<file path="src/rtl/imm_pkg.sv">
// imm_pkg: shared definitions for the immediate generator pipeline.
// Holds the immediate-format select encoding and the legal XLEN values.
package imm_pkg;

   // Immediate format select carried on in_imm_src.
   typedef enum logic [2:0] {
      IMM_I     = 3'b000,
      IMM_S     = 3'b001,
      IMM_B     = 3'b010,
      IMM_J     = 3'b011,
      IMM_U     = 3'b100,
      IMM_Z     = 3'b101,
      IMM_SHAMT = 3'b110,
      IMM_UNDEF = 3'b111
   } imm_src_e;

   // Legal immediate widths.
   localparam int unsigned XLEN_RV32 = 32;
   localparam int unsigned XLEN_RV64 = 64;

endpackage

</file>
<file path="src/rtl/imm_fifo.sv">
// imm_fifo: parametrised synchronous FIFO with valid/ready on both sides.
// DEPTH must be a power of two so the pointers wrap by natural overflow.
// The read data is forced to zero while empty so the output never shows
// stale or uninitialised storage.
module imm_fifo #(
   parameter int unsigned WIDTH = 8,
   parameter int unsigned DEPTH = 2
) (
   input  logic             clk,
   input  logic             reset,
   input  logic             flush,
   input  logic             push_valid,
   output logic             push_ready,
   input  logic [WIDTH-1:0] push_data,
   output logic             pop_valid,
   input  logic             pop_ready,
   output logic [WIDTH-1:0] pop_data
);

   localparam int unsigned AW = (DEPTH > 1) ? $clog2(DEPTH) : 1;
   localparam logic [AW:0] FULL_CNT = (AW+1)'(DEPTH);

   logic [WIDTH-1:0] mem [DEPTH];
   logic [AW-1:0]    wr_ptr;
   logic [AW-1:0]    rd_ptr;
   logic [AW:0]      count;
   logic             do_push;
   logic             do_pop;

   assign push_ready = (count < FULL_CNT);
   assign pop_valid  = (count != '0);
   assign do_push    = push_valid && push_ready;
   assign do_pop     = pop_valid && pop_ready;
   assign pop_data   = pop_valid ? mem[rd_ptr] : '0;

   // Pointer and occupancy tracking; reset beats flush, flush beats handshakes.
   always_ff @(posedge clk) begin
      if (reset) begin
         wr_ptr <= '0;
         rd_ptr <= '0;
         count  <= '0;
      end else if (flush) begin
         wr_ptr <= '0;
         rd_ptr <= '0;
         count  <= '0;
      end else begin
         if (do_push) wr_ptr <= wr_ptr + 1'b1;
         if (do_pop)  rd_ptr <= rd_ptr + 1'b1;
         case ({do_push, do_pop})
            2'b10:   count <= count + 1'b1;
            2'b01:   count <= count - 1'b1;
            default: count <= count;
         endcase
      end
   end

   // Storage write; a push coinciding with reset or flush is dropped.
   always_ff @(posedge clk) begin
      if (!reset && !flush && do_push) begin
         mem[wr_ptr] <= push_data;
      end
   end

endmodule

</file>
<file path="src/rtl/imm_gen_pipe.sv">
// imm_gen_pipe: RISC-V immediate generator followed by a small output FIFO.
// Decodes the immediate combinationally from the incoming instruction and
// buffers {imm, tag[, err]} so results appear no earlier than one cycle
// after acceptance.
// Optional feature macro: IMM_ERR_EN adds an out_err port and a per-entry
// flag that marks the undefined format select code.
module imm_gen_pipe
   import imm_pkg::*;
#(
   parameter int unsigned XLEN  = 32,
   parameter int unsigned DEPTH = 2,
   parameter int unsigned TAG_W = 5
) (
   input  logic             clk,
   input  logic             reset,
   input  logic             flush,
   input  logic             in_valid,
   output logic             in_ready,
   input  logic [31:0]      in_inst,
   input  logic [2:0]       in_imm_src,
   input  logic [TAG_W-1:0] in_tag,
   output logic             out_valid,
   input  logic             out_ready,
   output logic [XLEN-1:0]  out_imm,
   output logic [TAG_W-1:0] out_tag
`ifdef IMM_ERR_EN
   ,
   output logic             out_err
`endif
);

`ifdef IMM_ERR_EN
   localparam int unsigned ENTRY_W = XLEN + TAG_W + 1;
`else
   localparam int unsigned ENTRY_W = XLEN + TAG_W;
`endif

   logic [XLEN-1:0]    imm;
   logic [ENTRY_W-1:0] push_data;
   logic [ENTRY_W-1:0] pop_data;
   logic               unused_opcode;

   // The opcode field never contributes to any immediate.
   assign unused_opcode = ^in_inst[6:0];

   // Format decode; signed casts sign-extend from inst[31] to XLEN.
   always_comb begin
      imm = '0;
      case (imm_src_e'(in_imm_src))
         IMM_I:     imm = XLEN'($signed(in_inst[31:20]));
         IMM_S:     imm = XLEN'($signed({in_inst[31:25], in_inst[11:7]}));
         IMM_B:     imm = XLEN'($signed({in_inst[31], in_inst[7], in_inst[30:25],
                                         in_inst[11:8], 1'b0}));
         IMM_J:     imm = XLEN'($signed({in_inst[31], in_inst[19:12], in_inst[20],
                                         in_inst[30:21], 1'b0}));
         IMM_U:     imm = XLEN'($signed({in_inst[31:12], 12'b0}));
         IMM_Z:     imm = XLEN'(in_inst[19:15]);
         IMM_SHAMT: imm = (XLEN == XLEN_RV64) ? XLEN'(in_inst[25:20])
                                              : XLEN'(in_inst[24:20]);
         default:   imm = '0;
      endcase
   end

`ifdef IMM_ERR_EN
   assign push_data = {imm, in_tag, (in_imm_src == IMM_UNDEF)};
   assign out_err   = pop_data[0];
`else
   assign push_data = {imm, in_tag};
`endif

   assign out_imm = pop_data[ENTRY_W-1 -: XLEN];
   assign out_tag = pop_data[ENTRY_W-XLEN-1 -: TAG_W];

   imm_fifo #(
      .WIDTH (ENTRY_W),
      .DEPTH (DEPTH)
   ) u_fifo (
      .clk        (clk),
      .reset      (reset),
      .flush      (flush),
      .push_valid (in_valid),
      .push_ready (in_ready),
      .push_data  (push_data),
      .pop_valid  (out_valid),
      .pop_ready  (out_ready),
      .pop_data   (pop_data)
   );

endmodule

</file>
<file path="config.mk">
export PLATFORM = sky130hd
export DESIGN_NAME = imm_gen_pipe
export DESIGN_NICKNAME = d
export VERILOG_FILES = /design/src/rtl/imm_pkg.sv /design/src/rtl/imm_fifo.sv /design/src/rtl/imm_gen_pipe.sv
export SDC_FILE = /design/constraint.sdc
export NUM_CORES = 1
export LEC_CHECK = 0
export ABC_CLOCK_PERIOD_IN_PS = 12800
export BUFFER_PORTS_ARGS = -buffer_cell sky130_fd_sc_hd__buf_4
export CAP_MARGIN = 20
export CORE_MARGIN = 2
export CORE_UTILIZATION = 45
export DETAILED_ROUTE_END_ITERATION = 12
export PLACE_DENSITY = 0.69
export SLEW_MARGIN = 20
export SYNTH_ARGS = -nofsm -noshare
export SYNTH_HDL_FRONTEND = slang
export SYNTH_SLANG_ARGS = --single-unit
</file>
<file path="constraint.sdc">
create_clock -name clk -period 12.8 [get_ports clk]
set_input_delay 1.92 -clock clk [delete_from_list [all_inputs] [get_ports clk]]
set_output_delay 1.92 -clock clk [all_outputs]
set_load 0.05 [all_outputs]
</file>
; ---- Word level (Yosys, flattened, before mapping)
; Memory sizes are Yosys's and may differ from the RTL's. A register that Yosys moved wholly into a read port is not among the register bits.
; Index checks and enable logic that the tools add are counted.
[totals]
reg_bits = 4
romBits = 0
output_inout_bits = 39
in_bits = 45
memories = 1
latch_bits = 0
mem_bits_rw = 74
[memory_table]
columns = memory, words, word_bits, read_ports, rd_ports_with_merged_regs, write_ports, line
row1 = u_fifo.mem, 2, 37, 1, 1, 1, imm_fifo.sv:23  ; logic [WIDTH-1:0] mem [DEPTH];
[classes]
magnitude_cmp = 1
reduce_logical = 10
n_mul = 0
mux = 7
div = 0
add_sub_neg = 4
n_eq_ne = 8
shift = 0
bitwise_logic = 0
[op_table]
columns = operator, count
row1 = $pmux W32 S7, 1
row2 = $mux W37, 1
row3 = $eq A3 B3 Y1 const B, 3
row4 = $eq A3 B2 Y1 const B, 2
row5 = $logic_and A1 B1 Y1, 4
row6 = $mux W1, 4
row7 = $pmux W2 S2, 1
row8 = $reduce_bool A2 Y1, 2
row9 = $eq A3 B1 Y1 const B, 1
row10 = $logic_not A3 Y1, 1
row11 = $add A1 B1 Y1 const B, 2
row12 = $add A2 B1 Y2 const B, 1
row13 = $eq A2 B1 Y1 const B, 1
row14 = $eq A2 B2 Y1 const B, 1
row15 = $logic_not A1 Y1, 2
row16 = $lt A2 B2 Y1 const B, 1
row17 = $reduce_or A2 Y1, 1
row18 = $sub A2 B1 Y2 const B, 1

; ---- Logic depth before layout (Yosys ltp)
[logic_depth]
ltp_word = 5
ltp_mapped = 6
ltp_nobuf = 6

; ---- Hierarchy
; From an unflattened synthesis, not the netlist that was laid out.
[hier_totals]
hier_cells = 264
hier_area_um2 = 3594.7
[by_module_without_submodules]
columns = mod, n_inst, cells_each, area_per_inst_um2
row1 = imm_fifo, 1, 183, 3012.9
row2 = imm_gen_pipe, 1, 81, 581.8

; ---- Least setup slack after synthesis
; Ideal clock, no wire load.
[synth_path]
path_kind = input to register
from = input port in_valid
to = memory u_fifo.mem[0][0] (netlist bit) (enable)
setup_time_ns = 0.528
t_required_ns = 12.272
arrival_time_ns = 5.730
path_buffers = 0
cell_stages = 3
setup_slack_ns = 6.542
cell_sequence = nor2b_1 inv_1 nor4_1
[synth_via]
elab_chain_len = 4
[synth_lines]
columns = element, line
row1 = from (decl), imm_gen_pipe.sv:17  ; input logic in_valid,
row2 = $logic_and A1 B1 Y1, imm_fifo.sv:32  ; assign do_push = push_valid && push_ready;
row3 = $logic_and A1 B1 Y1, imm_fifo.sv:59  ; if (!reset && !flush && do_push) begin
row4 = $mux W1, imm_fifo.sv:59
row5 = $mux W1 (implied by the code), imm_fifo.sv:60  ; mem[wr_ptr] <= push_data;
row6 = to (decl), imm_fifo.sv:23
; Every way passes these cells.

==> impl_metrics.ini <==
[floorplanning]
die_w_um = 93.58
placementRows = 32
io-pin-count = 84
core_sq_um = 7767
die_area_sq_um = 8757
start_util_pct = 46.49
die_y_um = 93.58

[synth]
ys_ff_latch = 79
synth_top_area_share_pct = 61.54
synth.avg_cell_area_sq_um = 13.63
seq_area_frac_synth_pct = 64.31
ys_warn_count = 0
synthesis.area_sq_um = 3611
synthTopCellsByArea = edfxtp_1 (62%), mux2i_1 (12%), nor2_1 (4.2%)
yosysTopAreaCell = edfxtp_1
synth_nets = 311
synthCells = 265
synth_cell_types = 35

[pwr]
ir_drop_v = 0.00006006
total_power_mw = 0.5506
leakage_nw = 1.649
p_per_area_nw_per_um2 = 124.9

[sta]
hold-worst-slack_ns = 0.5548
setup_viol = 0
drv_slew = 0
min_period_ns = 3.916
clock_skew_ns = 0.007965
finalHoldViolCount = 0
setup_ws_ns = 8.884
clock.fmax_mhz = 255.3
fin_crit_sh_pct = 30.60
rsz0062_at_grt = no
tightest_slew_ns = 0.9036
relSlewSlack_pct = 39.76
setup-tns-final_ns = 0

[clocking]
clk_pin_slew_worst_paths_ns = 0.08
root_buffer = clkbuf_8
cts-resized-gates = 0
cts_tree = yes
cts_buffers = 9
cts_buffer_depth = 2
h-tree-depth = 3
ctsHoldBuffers = 0
post_cts_buffers = 0
clk_latency_ns = 0.34
clock-sinks = 79

[flow_run]
maxCapViolCount = 0

[setup_path]
start_kind = flip-flop
path_class = reg -> out
critPathArrivalTime_ns = 2.00
required_ns = 10.88
crit_path_end_kind = output port
critical_path.max_fanout = 24

[finish]
nets = 383
stdcell_area_sq_um = 4409
final_cell_mix = buf_4 (80), edfxtp_1 (74), mux2i_1 (45), nor2_1 (39), nor2b_1 (11)
fin_util_pct = 56.77
drive_above_1_share_pct = 30.79
fin_cells = 443
antenna_cells = 0
layout_commonest_cell = buf_4
area_growth_pct = 22.11

[route]
drtIter0Drc = 118
antenna_left = 0
routedWlPerCell_um = 16.68
drc = 0
via_per_inst = 5.296
dr.pass1.iters = 4
routed_wl_um = 7388
num_vias = 2346

[global_routing]
antenna_found_initial = 0
overflow = 0
grt_max_degree = 38
grt_pass1_vias = 2180
grt_first_pass_wirelength_um = 11370
grt_use_total_pct = 17.48

[run_status]
run_status = complete, no violations

[placement]
dpl.cell_count = 428
pre_cts_slack_ns = 9.228
io_buffers = 76
dpl_cell_area_sq_um = 4230
dp.final_hpwl_um = 4695
place_congestion = 0.7465

[min_path]
hp-class = reg -> reg
-- sequential cells by signal (all words and copies together), names as in the netlist, named ones only --
| name | cells |
|---|---|
| u_fifo.count | 2 |
| u_fifo.rd_ptr | 1 |
| u_fifo.mem | 74 |
| u_fifo.wr_ptr | 1 |
-- critical path: stages, from the launching register on --
cell and delay [ns]:
dfxtp_2 0.62, buf_4 0.47, mux2i_1 0.26, nor2_1 0.07, buf_4 0.21
-- path summary, 6_finish.rpt --
path,start,to,slack (ns),cells after the start
max,flip-flop,out_imm[2],8.88,4
min,u_fifo.count[1],u_fifo.count[1],0.55,2
max reg2reg,u_fifo.count[1],u_fifo.mem[1][7],11.00,2
min reg2reg,u_fifo.count[1],u_fifo.count[1],0.55,2
-- cell families after synthesis --
| family | share of synthesized area [%] |
|---|---|
| mux | 12.79 |
| xor+xnor | 1.733 |
| flops | 64.31 |
| simple gates | 8.247 |
| fa+ha+maj | 0.3464 |
| buf+inv | 3.950 |
| compound gates | 8.628 |
-- cell usage after synthesis --
cell type  number
o31ai_1         1
o21ai_0         3
nor4_1          1
xor2_1          2
a22oi_1         3
a31oi_1         9
inv_2           1
or3_1           1
mux2_2          1
a221oi_2        1
a21oi_2         1
buf_6           2
nor2b_2         1
edfxtp_1       74
ha_1            1
o22ai_1         8
a21boi_1        1
nor3_1          4
clkbuf_1        2
a21oi_1         9
xor2_4          1
nor4b_1         1
a31o_2          1
buf_2           9
mux2i_1        45
and3_1          1
inv_1           5
nor3_4          1
nor2b_1        11
dfxtp_1         5
a21o_1         10
xnor2_1         2
buf_4           6
and2_1          1
nor2_1         40
-- layer usage --
layer / wire length [um] / GRT usage, %
met5: 0 / 0
met4: 99 / 6.522
met3: 339 / 4.110
met2: 3567 / 28.24
met1: 3381 / 23.09
-- layout make-up --
type | instances | area [sq um]
Fill cell | 665 | 3358
Timing Repair Buffer | 80 | 600.6
Multi-Input combinational cell | 161 | 1156
Tap cell | 102 | 127.6
Sequential cell | 79 | 2323
Clock buffer | 11 | 131.4
Inverter | 6 | 22.52
Clock inverter | 4 | 47.55
-- where the power goes --
group          switching, mW  total, mW  internal (mW)
Sequential           0.00229      0.292          0.290
Combinational         0.0564     0.0868         0.0305
Clock                 0.0829      0.171         0.0885
Total                  0.142      0.551          0.409
Power figures use the tool's default switching activity.
